## config.mk

```make
export PLATFORM = sky130hd
export DESIGN_NAME = sdram_rd_pipe
export DESIGN_NICKNAME = d
export VERILOG_FILES = /design/src/rtl/sdram_rd_pipe.sv
export SDC_FILE = /design/constraint.sdc
export NUM_CORES = 1
export LEC_CHECK = 0
export ABC_CLOCK_PERIOD_IN_PS = 2140
export BUFFER_PORTS_ARGS = -buffer_cell sky130_fd_sc_hd__buf_2
export CORE_MARGIN = 10
export CORE_UTILIZATION = 35
export DETAILED_ROUTE_END_ITERATION = 7
export GPL_TIMING_DRIVEN = 0
export HOLD_SLACK_MARGIN = 0.1
export SYNTH_ARGS = -nofsm -noshare
export SYNTH_HDL_FRONTEND = slang
export SYNTH_SLANG_ARGS = --single-unit
```

## constraint.sdc

```tcl
create_clock -name clk -period 2.14 [get_ports clk]
set_input_delay 0.321 -clock clk [delete_from_list [all_inputs] [get_ports clk]]
set_output_delay 0.321 -clock clk [all_outputs]
set_load 0.02 [all_outputs]
```

## src/rtl/sdram_rd_pipe.sv

```systemverilog
// CAS-latency pipe for read words: stage 1 takes its data from the registered
// backing-store read, the output tap is stage 2 (CL=2) or stage 3 (CL=3).
module sdram_rd_pipe (
  input  logic        clk,
  input  logic        rst,
  input  logic [1:0]  cl,
  input  logic        in_valid,
  input  logic [1:0]  in_mask,
  input  logic [15:0] mem_q,
  output logic [15:0] out_data,
  output logic        out_valid,
  output logic        busy
);

  logic [2:0]  v_q, v_d;
  logic [1:0]  m_q [3];
  logic [1:0]  m_d [3];
  logic [15:0] d_q [1:2];
  logic [15:0] d_d [1:2];
  logic [15:0] raw;
  logic [1:0]  msk;

  always_comb begin
    v_d    = {v_q[1:0], in_valid};
    m_d[0] = in_mask;
    m_d[1] = m_q[0];
    m_d[2] = m_q[1];
    d_d[1] = mem_q;
    d_d[2] = d_q[1];
  end

  always_comb begin
    out_valid = (cl == 2'd2) ? v_q[1] : v_q[2];
    raw       = (cl == 2'd2) ? d_q[1] : d_q[2];
    msk       = (cl == 2'd2) ? m_q[1] : m_q[2];
    out_data  = out_valid ? (raw & {{8{~msk[1]}}, {8{~msk[0]}}}) : 16'h0000;
    // Stage 3 only holds a live word when it is the output tap.
    busy      = v_q[0] | v_q[1] | ((cl == 2'd3) & v_q[2]);
  end

  always_ff @(posedge clk) begin
    if (rst) v_q <= '0;
    else     v_q <= v_d;
    m_q <= m_d;
    d_q <= d_d;
  end

endmodule

```

==> results.md, run 1 <==
* Lkg Pwr at 0.0008132 uW
* Final setup viols at 0
* Top-level I/O count at 41
* R2R Path Start: v_q[1]
* Initial antenna violation count at 0
* Placed cell count at 194
* Critical Path AT at 1510 ps
* Cell count after synthesis at 108
* Cts bufs inserted at 5
* Routed WL at 2.596 mm
* GRT Total Usage at 0.08923
* R2r endpoint: v_q[2]
* Post-route insts no fill at 220
* Post-detail-place hpwl at 1.864 mm
* CTS Buffer Depth at 2
* Worst-path fanout max at 8
* Status: completed
* Top cells by count, synth: 41 x dfxtp_1, 35 x nand2_1, 16 x a21oi_1, 3 x buf_6, 3 x nor2b_1
* DRC viols at 0
* DRT antenna net count at 0
* Die X at 78.34 um
* Worst-Margin Slew at 303.7 ps
* CTS resizes at 0
* Via count at 934
* Cell with the most instances after synthesis: dfxtp_1
* Clock sinks at 41
* Max Cap Viol at 0
* WHS Path Cells at 2
* Synth area leader: dfxtp_1
* CP required at 1820 ps
* Share of layout cells above drive strength 1 at 0.3218
* Worst-path clk slew at 110 ps
* Max Clk Rate at 546.5 MHz
* Worst skew pair latency at 350 ps
* Clock Skew at 7.325 ps
* Flop-to-flop setup slack at 1540 ps
* Die area at 0.006136 sq mm
* Max Slew Vio Count at 0
* Area Overhead vs Synth at 44.22%
* Synth top area cells: dfxtp_1 69%, nand2_1 11%, a21oi_1 6.7%
* FILL cells at 327
* Pin count of the biggest net entering global routing at 14
* # nets final at 196
* Max VDD drop at 0.4110 mV
* FF+latch count, synth at 41
* R2R depth at 1
* Row count at 21
* Vias in the first global route at 1053
* Total power at 1442 uW
* Crit path time final at 1830 ps
* Die height at 78.34 um
* RSZ-0062 raised after global routing: no
* Power Dens Cells at 839.3 mW/mm^2
* Root Buffer: clkbuf_4
* Worst Setup Start Kind: flop
* Final hold vios at 0
* Gp weighted congestion at 0.7177
* # port buffers at 40
* Starting DRT DRC Count at 19
* Global route total overflow at 0
* Hold_sp: rst
* Ys async rst share at 0
* Tcrit/Tclk final at 0.8550
* Synth Cell Area at 0.001191 sq mm
* Top FF cell, synth: dfxtp_1
* Sequential-to-total area share from yosys stat at 0.6891
* Setup TNS at 0 ps
* Synth Area per Inst at 11.03 sq um
* Net Count, Synth at 131
* CTS tree: done
* Ant. Diodes at 0
* WL/cell at 11.80 um
* Worst Hold Path EP: v_q[1]
* Core footprint at 0.003311 sq mm
* Hold WC Path Type: input pin to flop
* EDFF count, synth at 0
* Top cell type's share of synthesized area at 0.6891
* Setup Crit Path Kind: flop to primary output
* Vias per std cell at 4.245
* Synthesis Warnings at 0
* H-Tree Depth at 2
* Distinct cells, synth at 12
* DRT Pass-1 Iters at 3
* CP endpoint kind: primary output
* Starting Density at 0.3598
* Worst relative slew slack at 0.7975
* First-pass GRT wire length at 4.374 mm
logic make-up after synthesis:
logic type,count (synthesis),synth area share
buf+inv,6,0.04097
compound gates,19,0.1113
simple gates,42,0.1586
flops,41,0.6891
worst max path at each step:
stage	cells past startpoint	startpoint	slack (ps)	end
5_1_grt	4	v_q[1]	200	out_data[15]
2_1_floorplan	5	cl[0]	660	out_data[10]
3_3_place_gp	6	cl[0]	510	out_data[15]
4_1_cts	4	v_q[1]	260	out_data[15]
3_5_place_dp	7	cl[0]	470	out_data[10]
6_report	4	v_q[1]	310	out_data[8]
flip-flops by register name, indices dropped and copies added, names as in the netlist:
register and cells:
d_q 16, d_d 16, v_q 3, m_q 2, m_d 4
cell type report:
class	instances	area, sq um	area share
plain buffers	4	41.29	0.02403
clock buffers	6	51.30	0.02986
clock inverters	2	37.54	0.02185
inverters	2	7.507	0.004370
multi-input cells	61	321.6	0.1872
flip-flops and latches	41	820.8	0.4778
well taps	46	57.56	0.03350
repair buffers	58	380.4	0.2214
per-layer routing:
| layer | up-vias | global-route usage | share of wire |
|---|---|---|---|
| li1 | 476 | - | - |
| met1 | 416 | 0.08478 | 0.41 |
| met2 | 34 | 0.1447 | 0.45 |
| met3 | 8 | 0.05809 | 0.11 |
| met4 | 0 | 0.04839 | 0.022 |
| met5 | - | 0 | 0 |
critical path, cell delays in order, from the launching register on:
cell and delay [ps]:
dfxtp_1 360, and4bb_2 260, a31oi_4 280, a21oi_1 90
buf_2 170
where the power goes:
group          switching (uW)  internal, uW
registers                14.9           803
logic                    46.8          59.8
clock network             239           278
what timing repair did:
| action | CTS | global route |
|---|---|---|
| setup buffers | 0 | 0 |
| hold buffers | 18 | 0 |
| hold endpoints to repair | 18 | 0 |
placed cells by master, fill, tap and decap left out, types with 2 or more instances in the layout:
| master | netlist | layout |
|---|---|---|
| dfxtp_1 | 41 | 41 |
| buf_6 | 3 | 3 |
| inv_1 | 2 | 2 |
| nand2_1 | 35 | 35 |
| clkbuf_4 | 0 | 5 |
| and4bb_2 | 2 | 2 |
| buf_2 | 0 | 40 |
| dlygate4sd3_1 | 0 | 18 |
| a31oi_4 | 2 | 2 |
| a21oi_1 | 16 | 16 |
| nor2b_1 | 3 | 3 |
metrics by stage:
step,util,cell area (sq um),worst slack (ps),hold WS [ps]
final,0.5189,1718,310.3,147.4
after global routing,0.5189,1718,202.8,119.4
after CTS,0.5189,1718,264.2,123.8
after detailed placement,0.4376,1449,466.8,315.4
after global placement,0.4376,1449,509.3,312.0
after floorplan,-,1191,664.8,309.6
No activity file was read; power rests on OpenSTA's default activity.
==> run 2, diff against run 1 <==
Settings changed: ABC_CLOCK_PERIOD_IN_PS 2140 to 1500.
Clock period 2.14 ns to 1.5 ns, I/O delays scaled along.
==> results.md, run 2 (synthesized netlist as in run 1, its figures left out) <==
* Status: finished with violations
* Failing checks: negative setup slack
* Comb pwr share at 0.092 (+0.018)
* Cts bufs inserted at 5 (unchanged)
* CP max stage delay at 370 ps (about the same)
* # nets final at 203 (+3.6%)
* WL/cell at 12.73 um (+7.9%)
* RSZ-0062 raised after global routing: yes
* WHS Path Cells at 0 (-2)
* Initial antenna violation count at 0 (unchanged)
* CTS tree: done
* Worst-Margin Slew at 160.6 ps (-143.1 ps)
* Critical Path AT at 1450 ps (-60 ps)
* Die height at 78.34 um (unchanged)
* Global route total overflow at 0 (unchanged)
* Met2 wire length at 1.408 mm (+20%)
* Uppermost routed layer: met4
* R2R depth at 3 (+2)
* Max VDD drop at 0.5995 mV (+46%)
* R2r endpoint: v_q[2]
* Final Util at 0.5994 (+0.08050)
* Core footprint at 0.003311 sq mm (unchanged)
* Worst Setup Start Kind: flop
* Crit path cell chain: and4bb_2, a31oi_4, buf_12, a21oi_2, buf_6
* Post-detail-place hpwl at 1.864 mm (unchanged)
* Row count at 21 (unchanged)
* Starting DRT DRC Count at 11 (-8)
* Setup TNS at -2722 ps (-2722 ps)
* Most common cell after layout, fill and taps aside: dfxtp_1
* Vias in the first global route at 1112 (+5.6%)
* Crit path time final at 1674 ps
* NetSw at 458.9 uW (+52%)
* Max Clk Rate at 597.3 MHz
* Setup Crit Path Kind: flop to primary output
* Lkg Pwr at 0.0008639 uW (+6.2%)
* Power Dens Cells at 1061 mW/mm^2 (+26%)
* Final hold vios at 0 (unchanged)
* Clock Skew at 7.194 ps (-0.1311 ps)
* DRC viols at 0 (unchanged)
* GRT Total Usage at 0.09740 (+0.008174)
* # port buffers at 40 (unchanged)
* CP required at 1270 ps (-550 ps)
* CP endpoint kind: primary output
* Tcrit/Tclk final at 1.116
* Die X at 78.34 um (unchanged)
* Worst-path fanout max at 8 (unchanged)
* Crit path from: v_q[1]
* M1 WL at 1.154 mm (+8.3%)
* Root Buffer: clkbuf_4
* Register share of total power at 0.554 (-0.014)
* Flop-to-flop setup slack at 660 ps (-880 ps)
* Met3 wire length at 271 um (-8.8%)
* Pre-CTS setup slack at 18.80 ps (-448.0 ps)
* CTS Buffer Depth at 2 (unchanged)
* Vias per std cell at 4.388 (+3.3%)
* Post-route setup slack at -174.1 ps (-484.4 ps)
* Die area at 0.006136 sq mm (unchanged)
* Share of layout cells above drive strength 1 at 0.4420 (+0.1201)
* Worst skew pair latency at 350 ps (about the same)
* Worst relative slew slack at 0.8929 (+0.09538)
* H-Tree Depth at 2 (unchanged)
* DRT antenna net count at 0 (unchanged)
* Pin count of the biggest net entering global routing at 14 (unchanged)
* Commonest cells after routing, fill and taps aside: 38 x dfxtp_1, 35 x nand2_1, 24 x buf_2
* Clock power frac at 0.354 (-0.004)
* Int Power at 1647 uW (+44%)
* DRT Pass-1 Iters at 4 (+1)
* Top-level I/O count at 41 (unchanged)
* Ant. Diodes at 0 (unchanged)
* Worst-path clk slew at 120 ps (about the same)
* Max Slew Vio Count at 0 (unchanged)
* Hold WC Path Type: flop to flop
* Max Cap Viol at 0 (unchanged)
* Clock sinks at 41 (unchanged)
* Crit path max-delay cell type: dfxtp_4
* First-pass GRT wire length at 4.761 mm (+8.8%)
* Starting Density at 0.3598 (unchanged)
* Via count at 996 (+6.6%)
* CP endpoint: out_data[12]
* Gp weighted congestion at 0.7177 (unchanged)
* Area Overhead vs Synth at 66.60%
* Routed WL at 2.890 mm (+11%)
* Net Sw Frac at 0.2179 (+0.009154)
* R2R Path Start: v_q[1]
* Final setup viols at 17 (+17)
==> run 2: cell types whose count changed in the layout (fill, tap and decap cells not counted), sizes merged <==
| cell | change |
|---|---|
| dlygate4sd3 | +2 |
| buf | +5 |
==> run 2: how the worst min path moves through the flow <==
stage	end	startpoint
after detailed placement	m_d[1]	m_d[3]
after CTS	v_q[0]	in_valid
after global routing	m_d[1]	m_d[3]
after floorplan	d_d[0]	mem_q[0]
after global placement	m_d[1]	m_d[3]
final	m_d[1]	m_d[3]
==> run 2: critical path, delay by kind of cell, from the launching register on <==
kind,cells,cell delay (ps)
buffers and inverters,2,290
flip-flops,1,370
AO/OA/AOI/OAI,2,200
AND/OR/NAND/NOR,1,230
==> run 2: final cells by class <==
| class | count | area [sq um] |
|---|---|---|
| Fill cell | 288 | 1326 |
| Tap cell | 46 | 57.56 |
| Multi-Input combinational cell | 61 | 404.1 |
| Sequential cell | 41 | 827.0 |
| Timing Repair Buffer | 65 | 558.0 |
| Clock buffer | 6 | 51.30 |
| Inverter | 2 | 7.507 |
| Buffer | 4 | 41.29 |
| Clock inverter | 2 | 37.54 |
==> run 2: per-layer routing <==
| metal | vias to the layer above | track usage |
|---|---|---|
| met5 | - | 0 |
| met2 | 34 | 0.1563 |
| met3 | 8 | 0.05809 |
| met1 | 463 | 0.09873 |
| met4 | 0 | 0.04839 |
| li1 | 491 | - |
==> run 2: what timing repair did <==
action	in CTS	in global routing
pin swaps	2	0
resized for setup	41	16
buffers inserted	3	2
setup endpoints to repair	17	17
endpoints found under the hold margin	21	1
hold buffers	19	1
==> run 2: per-stage QoR <==
stage,hold slack (ps),cell area [sq um],power (uW),std cells
detailed placement,315.4,1449,1311,194
finish,335.4,1984,2106,227
global route,351.8,1984,2218,227
CTS,101.2,1892,2116,224
global placement,312.0,1449,1304,194
floorplan,252.7,1191,1256,108
==> run 2: power by group through the flow <==
stage | clock network (uW) | logic (uW) | registers (uW)
final | 746 | 193 | 1170
after floorplan | 0 | 69.4 | 1190
after CTS | 769 | 178 | 1170
after global routing | 833 | 211 | 1170
after detailed placement | 0 | 119 | 1190
after global placement | 0 | 115 | 1190
==> run 3, diff against run 2 <==
Settings changed: SKIP_LAST_GASP set to 1.
==> results.md, run 3 (synthesized netlist as in run 1, its figures left out) <==
* CTS Buffer Depth at 2 (unchanged)
* Lkg Pwr at 0.0008654 uW (+0.17%)
* Failing checks: negative setup slack
* Area of the multi-input gates at 419.2 sq um (+3.7%)
* WP buf/inv at 2 (unchanged)
* DRT Pass-1 Iters at 2 (-2)
* Register area at 827.0 sq um (unchanged)
* Die X at 78.34 um (unchanged)
* Clock sinks at 41 (unchanged)
* Starting Density at 0.3598 (unchanged)
* CTS tree: done
* Max Slew Vio Count at 0 (unchanged)
* RSZ-0062 raised after global routing: yes
* Worst relative slew slack at 0.8930 (about the same)
* Worst-Margin Slew at 160.5 ps (-0.1580 ps)
* Worst-path clk slew at 120 ps (about the same)
* Vias per std cell at 4.366 (-0.50%)
* Max Clk Rate at 593.0 MHz (-0.73%)
* Routed WL at 2.943 mm (+1.8%)
* WL/cell at 12.96 um (+1.8%)
* Crit path cell chain: and4bb_2, a31oi_4, buf_12, a21oi_2, buf_6
* Top-level I/O count at 41 (unchanged)
* GRT Total Usage at 0.09646 (-0.0009365)
* Crit path max-delay cell type: dfxtp_4
* Worst skew pair latency at 350 ps (about the same)
* Ant. Diodes at 0 (unchanged)
* Setup TNS at -2817 ps (-94.64 ps)
* First-pass GRT wire length at 4.698 mm (-1.3%)
* Placed cell count at 194 (unchanged)
* CP top delay family: flip-flops
* Commonest cells after routing, fill and taps aside: 38 x dfxtp_1, 35 x nand2_1, 24 x buf_2
* Die area at 0.006136 sq mm (unchanged)
* Max VDD drop at 0.6051 mV (+0.93%)
* # nets final at 203 (unchanged)
* CP endpoint kind: primary output
* Power Dens Cells at 1055 mW/mm^2 (-0.61%)
* Die height at 78.34 um (unchanged)
* Status: finished with violations
* Global route total overflow at 0 (unchanged)
* Cts bufs inserted at 5 (unchanged)
* Vias in the first global route at 1081 (-2.8%)
* Post-detail-place hpwl at 1.864 mm (unchanged)
* Share of layout cells above drive strength 1 at 0.4420 (unchanged)
* Worst Setup Start Kind: flop
* H-Tree Depth at 2 (unchanged)
* Max Cap Viol at 0 (unchanged)
* Post-route setup slack at -186.4 ps (-12.28 ps)
* Crit path time final at 1686 ps (+12.28 ps)
* Worst hold slack at 335.4 ps (-0.01500 ps)
* # port buffers at 40 (unchanged)
* CP max stage delay at 370 ps (about the same)
* Tcrit/Tclk final at 1.124 (+0.008189)
* Starting DRT DRC Count at 13 (+2)
* Via count at 991 (-0.50%)
* Worst-path fanout max at 8 (unchanged)
* DRT antenna net count at 0 (unchanged)
* Most common cell after layout, fill and taps aside: dfxtp_1
* CP required at 1270 ps (about the same)
* DRC viols at 0 (unchanged)
* Area Overhead vs Synth at 67.86%
* Clock Skew at 8.682 ps (+1.489 ps)
* Final hold vios at 0 (unchanged)
* FILL cells at 286 (-0.69%)
* Setup Crit Path Kind: flop to primary output
* Initial antenna violation count at 0 (unchanged)
* Root Buffer: clkbuf_4
* Post-route insts no fill at 227 (unchanged)
* Hold WC Path Type: flop to flop
* Critical Path AT at 1460 ps (about the same)
* Core footprint at 0.003311 sq mm (unchanged)
* Pin count of the biggest net entering global routing at 14 (unchanged)
* Gp weighted congestion at 0.7177 (unchanged)
* Final setup viols at 17 (unchanged)
* Row count at 21 (unchanged)
[run 3: cell counts in the layout (fill, tap and decap cells not counted)]
No cell type changed its count.
[run 3: path summary, 6_finish.rpt]
kind          start     endpoint  slack (ps)  depth (start not counted)
max          v_q[1]  out_data[8]        -190                          5
min          m_d[3]       m_d[1]         340                          0
max reg2reg  v_q[1]       v_q[2]         660                          3
min reg2reg  m_d[3]       m_d[1]         340                          0
[run 3: cell type report]
cell class,instances,area share
Multi-Input combinational cell,61,0.2096
Clock inverter,2,0.01877
Tap cell,46,0.02879
Inverter,2,0.003755
Buffer,4,0.02065
Sequential cell,41,0.4136
Clock buffer,6,0.02566
Timing Repair Buffer,65,0.2791
[run 3: metrics by stage]
step / worst slack (ps) / total power, uW / instance area [sq um] / utilization
2_1_floorplan: 216.8 / 1256 / 1191 / -
3_3_place_gp: 61.28 / 1304 / 1449 / 0.4376
3_5_place_dp: 18.80 / 1311 / 1449 / 0.4376
4_1_cts: -208.8 / 2113 / 1877 / 0.5669
5_1_grt: -266.8 / 2221 / 1999 / 0.6039
6_report: -186.4 / 2109 / 1999 / 0.6039
[run 3: routing by layer]
metal | global-route usage | vias to the layer above | part of all wire
li1 | - | 491 | -
met1 | 0.09873 | 459 | 0.41
met2 | 0.1530 | 34 | 0.49
met3 | 0.05809 | 7 | 0.088
met4 | 0.04839 | 0 | 0.014
met5 | 0 | - | 0
[run 3: repair_timing]
action,CTS,global route
setup buffers,3,2
resized for setup,37,22
hold endpoints to repair,21,1
pin swaps,2,1
hold buffers,19,1
endpoints found under the setup margin,17,17
[run 3: power by group]
| part | internal [uW] | switching (uW) |
|---|---|---|
| Clock | 396 | 350 |
| Sequential | 1150 | 21.6 |
| Combinational | 106 | 89.9 |
| Total | 1650 | 461 |
